==> src/rtl/mem_port_arbiter.sv <==
// Arbitrates instruction-fetch and data-memory requests onto one single-port memory.
// One access is in flight at a time. Each access ends with an ack pulse, either when the memory is ready or on timeout.
module mem_port_arbiter #(
    parameter int ADDR_W   = 32,
    parameter int DATA_W   = 32,
    parameter int MAX_WAIT = 16
) (
    input  logic              clk,
    input  logic              rst,
    input  logic              if_req,
    input  logic [ADDR_W-1:0] if_addr,
    output logic [DATA_W-1:0] if_rdata,
    output logic              if_ack,
    input  logic              dm_rd_en,
    input  logic              dm_wr_en,
    input  logic [ADDR_W-1:0] dm_addr,
    input  logic [DATA_W-1:0] dm_wdata,
    output logic [DATA_W-1:0] dm_rdata,
    output logic              dm_ack,
    output logic              mem_req,
    output logic              mem_we,
    output logic [ADDR_W-1:0] mem_addr,
    output logic [DATA_W-1:0] mem_wdata,
    input  logic [DATA_W-1:0] mem_rdata,
    input  logic              mem_ready,
    output logic              freeze,
    output logic              if_stall,
    output logic              timeout_err
);

    localparam logic [1:0] S_IDLE   = 2'd0;
    localparam logic [1:0] S_IF_ACC = 2'd1;
    localparam logic [1:0] S_DM_ACC = 2'd2;
    localparam logic [7:0] WAIT_LAST = 8'(MAX_WAIT - 1);

    logic [1:0]        r_state;
    logic [7:0]        r_wait;
    logic              r_pri_dm;
    logic              r_mem_req;
    logic              r_mem_we;
    logic [ADDR_W-1:0] r_mem_addr;
    logic [DATA_W-1:0] r_mem_wdata;
    logic [DATA_W-1:0] r_if_rdata;
    logic [DATA_W-1:0] r_dm_rdata;
    logic              r_if_ack;
    logic              r_dm_ack;
    logic              r_tmo;

    logic w_if_vld;
    logic w_dm_vld;
    logic w_grant_dm;
    logic w_grant_if;
    logic w_done;
    logic w_tmo;

    // A requester being acked this cycle is still holding its request line; ignore it.
    assign w_if_vld   = if_req & ~r_if_ack;
    assign w_dm_vld   = (dm_rd_en | dm_wr_en) & ~r_dm_ack;
    assign w_grant_dm = w_dm_vld & (~w_if_vld | r_pri_dm);
    assign w_grant_if = w_if_vld & ~w_grant_dm;
    assign w_done     = r_mem_req & mem_ready;
    assign w_tmo      = r_mem_req & ~mem_ready & (r_wait == WAIT_LAST);

    always_ff @(posedge clk) begin
        if (rst) begin
            r_state     <= S_IDLE;
            r_wait      <= '0;
            r_pri_dm    <= 1'b1;
            r_mem_req   <= 1'b0;
            r_mem_we    <= 1'b0;
            r_mem_addr  <= '0;
            r_mem_wdata <= '0;
            r_if_rdata  <= '0;
            r_dm_rdata  <= '0;
            r_if_ack    <= 1'b0;
            r_dm_ack    <= 1'b0;
            r_tmo       <= 1'b0;
        end else begin
            r_if_ack <= 1'b0;
            r_dm_ack <= 1'b0;
            case (r_state)
                S_IDLE: begin
                    if (w_grant_dm | w_grant_if) begin
                        r_mem_req   <= 1'b1;
                        r_mem_we    <= w_grant_dm & dm_wr_en;
                        r_mem_addr  <= w_grant_dm ? dm_addr : if_addr;
                        r_mem_wdata <= w_grant_dm ? dm_wdata : '0;
                        r_wait      <= '0;
                        r_state     <= w_grant_dm ? S_DM_ACC : S_IF_ACC;
                        // Priority alternates only when both sides contend.
                        if (w_if_vld & w_dm_vld)
                            r_pri_dm <= ~w_grant_dm;
                    end
                end
                S_IF_ACC, S_DM_ACC: begin
                    if (w_done | w_tmo) begin
                        r_mem_req <= 1'b0;
                        r_state   <= S_IDLE;
                        if (w_tmo)
                            r_tmo <= 1'b1;
                        if (r_state == S_IF_ACC) begin
                            r_if_ack   <= 1'b1;
                            r_if_rdata <= w_done ? mem_rdata : '0;
                        end else begin
                            r_dm_ack   <= 1'b1;
                            r_dm_rdata <= (w_done & ~r_mem_we) ? mem_rdata : '0;
                        end
                    end else begin
                        r_wait <= r_wait + 8'd1;
                    end
                end
                default: r_state <= S_IDLE;
            endcase
        end
    end

    assign mem_req     = r_mem_req;
    assign mem_we      = r_mem_we;
    assign mem_addr    = r_mem_addr;
    assign mem_wdata   = r_mem_wdata;
    assign if_rdata    = r_if_rdata;
    assign dm_rdata    = r_dm_rdata;
    assign if_ack      = r_if_ack;
    assign dm_ack      = r_dm_ack;
    assign timeout_err = r_tmo;
    assign freeze      = (dm_rd_en | dm_wr_en) & ~r_dm_ack;
    assign if_stall    = if_req & ~r_if_ack;

endmodule
==> config.mk <==
export PLATFORM = sky130hd
export DESIGN_NAME = mem_port_arbiter
export DESIGN_NICKNAME = d
export VERILOG_FILES = /design/src/rtl/mem_port_arbiter.sv
export SDC_FILE = /design/constraint.sdc
export NUM_CORES = 1
export LEC_CHECK = 0
export CAP_MARGIN = 5
export CORE_UTILIZATION = 40
export DETAILED_ROUTE_END_ITERATION = 8
export GPL_ROUTABILITY_DRIVEN = 1
export PLACE_DENSITY = 0.88
export SETUP_SLACK_MARGIN = 0.02
export SLEW_MARGIN = 40
export SYNTH_ARGS = -nofsm -noshare
export SYNTH_HDL_FRONTEND = slang
export SYNTH_SLANG_ARGS = --single-unit
export TNS_END_PERCENT = 10
==> constraint.sdc <==
create_clock -name clk -period 3.4 [get_ports clk]
set_clock_uncertainty 0.15 [all_clocks]
set_input_delay 0.34 -clock clk [delete_from_list [all_inputs] [get_ports clk]]
set_output_delay 0.34 -clock clk [all_outputs]
set_load 0.005 [all_outputs]
# Word level (Yosys, flattened, before mapping)
# Cells that the tools add are included.
# totals
regBits,144
latch_bits,0
mem_bits_rw,0
romBits,0
inputBits,134
output_inout_bits,135
word_cells,70
memories,0
# op_classes
add_sub_neg,1
mul,0
div,0
magnitude_cmp,0
n_eq_ne,6
shift,0
n_mux,16
n_bitwise,23
n_reduce_logical,12
# op_table
op,n
$mux W32,4
$reduce_and A3 Y1,6
$mux W8,2
$pmux W8 S2,1
$and A1 B1 Y1,10
$not A1 Y1,9
$add A8 B1 Y8 const B,1
$eq A8 B4 Y1 const B,1
$mux W2,3
$ne A2 B2 Y1 const B,3
$mux W1,4
$or A1 B1 Y1,4
$pmux W2 S2,1
$reduce_and A2 Y1,2
$reduce_or A3 Y1,1
$eq A2 B1 Y1 const B,1
$eq A2 B2 Y1 const B,1
$logic_not A2 Y1,1
$pmux W1 S2,1
$reduce_bool A2 Y1,1
$reduce_or A2 Y1,1

# Depth between registers and ports, before layout
# logic_depth
word_depth,10
ltp_mapped,8
ltp_nobuf,6

# Worst setup path after synthesis
# OpenSTA, ideal clock, no wires.
# synth_path
path_kind,register to register
start,register r_state[0]
end,"register r_dm_rdata[11], in the netlist dm_rdata[11]"
setup_time_ns,0.060
arrival_time_ns,1.697
required_ns,3.190
slack_ns,1.494
stages_incl_launch_ff,7
n_path_buf,1
synth_period_minus_slack_ns,1.906
path_cell_list,dfxtp_1 inv_1 ha_1 nand2_1 nor4_1 clkbuf_1 a22o_1
# synth_between
elab_chain_len,3
elab_cells_between_ends,5
classes_between,2 x eq/ne; 1 x bitwise; 2 x reduce/logical
# synth_rtl
element,line,source
from (decl),36,logic [1:0] r_state;
from (signal assigned),89,r_state <= w_grant_dm ? S_DM_ACC : S_IF_ACC;
$eq A2 B1 Y1 or $eq A2 B2 Y1 (tied branches),"81, 101",
$reduce_or A2 Y1 or $not A1 Y1 (tied branches),n/a,
$reduce_and A3 Y1 (no line) *,n/a,
to (signal assigned),106,r_dm_rdata <= (w_done & ~r_mem_we) ? mem_rdata : '0;
to (decl),44,logic [DATA_W-1:0] r_dm_rdata;
# Every way passes the cells marked *; elsewhere a longest branch is shown, timed or not.
# A chain may end at the register's enable or synchronous reset.

# Worst setup path in the final report
# layout_path
start,input port dm_wr_en
end,output port freeze
# layout_between
elab_chain_len,2
# layout_rtl
element,line,source
from (decl),15,"input logic dm_wr_en,"
$or A1 B1 Y1,126,assign freeze = (dm_rd_en | dm_wr_en) & ~r_dm_ack;
$and A1 B1 Y1,126,
to (decl),26,"output logic freeze,"
# No other way between the ends.

==> flow_summary_export.csv <==
group,metric,value,unit
status,status,"completed",
setup_path,crit_required,2.91,ns
power_and_ir_drop,ir_drop,365.0,uV
finish,area_delta_synth_final,64.44,%
sta,finalWorstSetupSlack,0.6137,ns
sta,fin_crit,2.786,ns
synth,synth.most_common_cell,"dfxtp_1",
sta,tightest_slew,0.6879,ns
setup_path,path_buf_inv,4,
finish,diodes,0,
synth,synth_warnings,0,
global_routing,grt_pass1_vias,5203,
setup_path,max_stage_delay,0.59,ns
setup_path,path_cells,"clkdlybuf4s50_1 > o21bai_1 > inv_2 > buf_4 > clkdlybuf4s50_1",
global_routing,track_usage,24.54,%
global_routing,grt_max_degree,67,
power_and_ir_drop,power.leakage,0.003307,uW
synth,yosys-top-cells-count,"144 x dfxtp_1, 70 x nor2_1, 64 x a22o_1",
drt,routed-via-count,5310,
synth,synthesis.nets,674,
finish,fillers,915,
sta,max_freq,358.9,MHz
drt,drt_iter0_drc,423,
floorplan,initial_core_util,41.51,%
floorplan,dieArea,13720,sq um
drt,first_pass_iters,5,
setup_path,crit_top_cell,"clkdlybuf4s50_1",
setup_path,cp.arrival,2.30,ns
placement,gp_congestion,0.8875,
synth,syn_area,5303,sq um
synth,synthTopCellsByArea,"dfxtp_1 54%, a22o_1 11%, a311oi_1 5.3%",
synth,synth_cell_types,46,
floorplan,dieWidth,117.1,um
sta,finalCritPeriodShare,81.95,%
cts,cts_root_buf,"clkbuf_16",
synth,avgSynthCellArea,9.874,sq um
synth,synthCells,537,
setup_path,cp-start-kind,"input pin",
placement,dp_slack,0.4841,ns
setup_path,cp_max_fo,34,
synth,ys_seq_area_share,54.37,%
cts,clk_latency,0.42,ns
finish,nNetsFinal,926,
synth,ys.flop_type,"dfxtp_1",
setup_path,critPathTopFamily,"buffers and inverters",
cts,cts_resized,0,
floorplan,dieHeight,117.1,um
floorplan,io_pins,269,
cts,post-cts-setup-buffer-count,0,
cts,clkTransAtPathRegs,0.06,ns
sta,hold_viol,0,
global_routing,overflow,0,
drt,wl,16810,um
placement,hpwlAfterDp,11970,um
sta,relSlewSlack,54.05,%
synth,synth_top_area_share,54.37,%
sta,finalSetupTns,0,ns
cts,cts_max_level,4,
cts,cts_tree,"done",
setup_path,crit_path_top_delay_cell,"o21bai_1",
cts,cts_buffer_depth,2,
floorplan,core_area,12770,sq um
setup_path,worstSetupPathType,"in2out",
drt,wl_per_cell,17.27,um
drt,drc,0,
sta,setup_viol,0,
cts,cts.sinks,144,
drt,postRouteAntennaNets,0,
synth,synth_seq_cells,144,
min_path,hp-class,"in2reg",
power_and_ir_drop,powerDensity,679.0,nW/um^2
cts,cts-buffers-inserted,17,
synth,synth_top_cell_by_area,"dfxtp_1",
finish,drive_gt1_share,6.742,%
drt,viasPerCell,5.457,
job,maxCapViolCount,0,
setup_path,end_kind,"output pin",
synth,async_flop_share,0,%
cts,hold_buffers,0,
sta,maxSlewViolCount,0,
global_routing,grt_pass1_wl,25600,um
floorplan,num_rows,41,
synth,synth_edf_count,0,
sta,rsz0062_at_grt,"false",
placement,port_buffers,268,
global_routing,antenna_found_initial,0,
worst paths after layout:
kind	startpoint	end	slack (ns)	cells past startpoint
worst min-delay path	rst	mem_wdata[22]$_SDFFE_PP0P_	0.25	2
worst min register to register	timeout_err$_SDFFE_PP0P_	timeout_err$_SDFFE_PP0P_	0.32	2
worst max register to register	r_state[0]$_SDFFE_PP0P_	r_wait[4]$_SDFFE_PP0P_	1.11	6
worst max-delay path	dm_wr_en	freeze	0.61	5
routing by layer:
layer | global-route usage (%) | vias up | wire length (um)
li1 | - | 2504 | -
met1 | 24.90 | 2503 | 6207
met2 | 44.93 | 266 | 8542
met3 | 8.548 | 37 | 1608
met4 | 11.81 | 0 | 446
met5 | 0 | - | 0
sequential cells by signal (all words and copies together) (netlist names):
name / cells
dm_ack: 1
mem_req: 1
if_rdata: 32
timeout_err: 1
dm_rdata: 32
if_ack: 1
mem_wdata: 32
mem_we: 1
r_wait: 8
mem_addr: 32
r_pri_dm: 1
r_state: 2
placed cells by master, fill, tap and decap left out, types with 2 or more instances in the layout:
master / instances
clkdlybuf4s50_1: 267
dfxtp_1: 144
nor2_1: 69
a22o_1: 64
nand2_1: 39
nand3_1: 39
a22oi_1: 33
a311oi_1: 32
clkbuf_16: 17
inv_1: 8
buf_4: 8
a21oi_1: 6
nor3_1: 5
a32o_1: 4
o211ai_1: 4
o21ai_0: 4
inv_6: 4
clkinv_4: 4
nand4_1: 3
ha_1: 3
bufinv_16: 3
nand2b_1: 2
inv_2: 2
nor2b_1: 2
nand3b_1: 2
or3_1: 2
final cells by class:
| class | instances | area (sq um) | area share [%] |
|---|---|---|---|
| Sequential cell | 144 | 2883 | 33.06 |
| Timing Repair Buffer | 278 | 2785 | 31.94 |
| Multi-Input combinational cell | 338 | 2193 | 25.15 |
| Clock buffer | 18 | 429.2 | 4.922 |
| Tap cell | 172 | 215.2 | 2.468 |
| Clock inverter | 13 | 176.4 | 2.023 |
| Inverter | 10 | 37.54 | 0.4305 |
worst reg2reg max path: stages (launching register included):
cell and delay (ns):
dfxtp_1 0.35, inv_1 0.06, ha_1 0.42, a21bo_2 0.27
a21oi_1 0.48, nand3b_1 0.16, a32o_1 0.29
power by group:
part | internal, uW | switching, uW
sequential | 1980 | 169
combinational | 963 | 907
clock | 1170 | 739
total | 4110 | 1820
cells by family (layout without fill, tap and decap cells):
group	after synthesis	count (layout)	share of synthesized area, %
adders and majority gates	3	3	0.7080
xor gates and xnor gates	1	1	0.1652
DFF	144	144	54.37
muxes	1	1	0.1888
buffers and inverters	55	319	4.743
AOI/OAI and AO/OA	160	160	25.01
and+or+nand+nor	173	173	14.82
per-stage QoR:
| stage | util (%) | hold WS [ns] | area [sq um] | std cells | total power [uW] |
|---|---|---|---|---|---|
| 6_report | 68.26 | 0.2510 | 8720 | 973 | 5921 |
| 5_1_grt | 68.26 | 0.2848 | 8720 | 973 | 6227 |
| 4_1_cts | 68.26 | 0.2314 | 8720 | 973 | 5955 |
| 3_5_place_dp | 63.52 | 0.3126 | 8114 | 942 | 4030 |
| 3_3_place_gp | 63.30 | 0.3098 | 8085 | 941 | 3962 |
| 2_1_floorplan | - | 0.3038 | 5303 | 537 | 3082 |
Note: power is estimated with default switching activity, not from simulation.
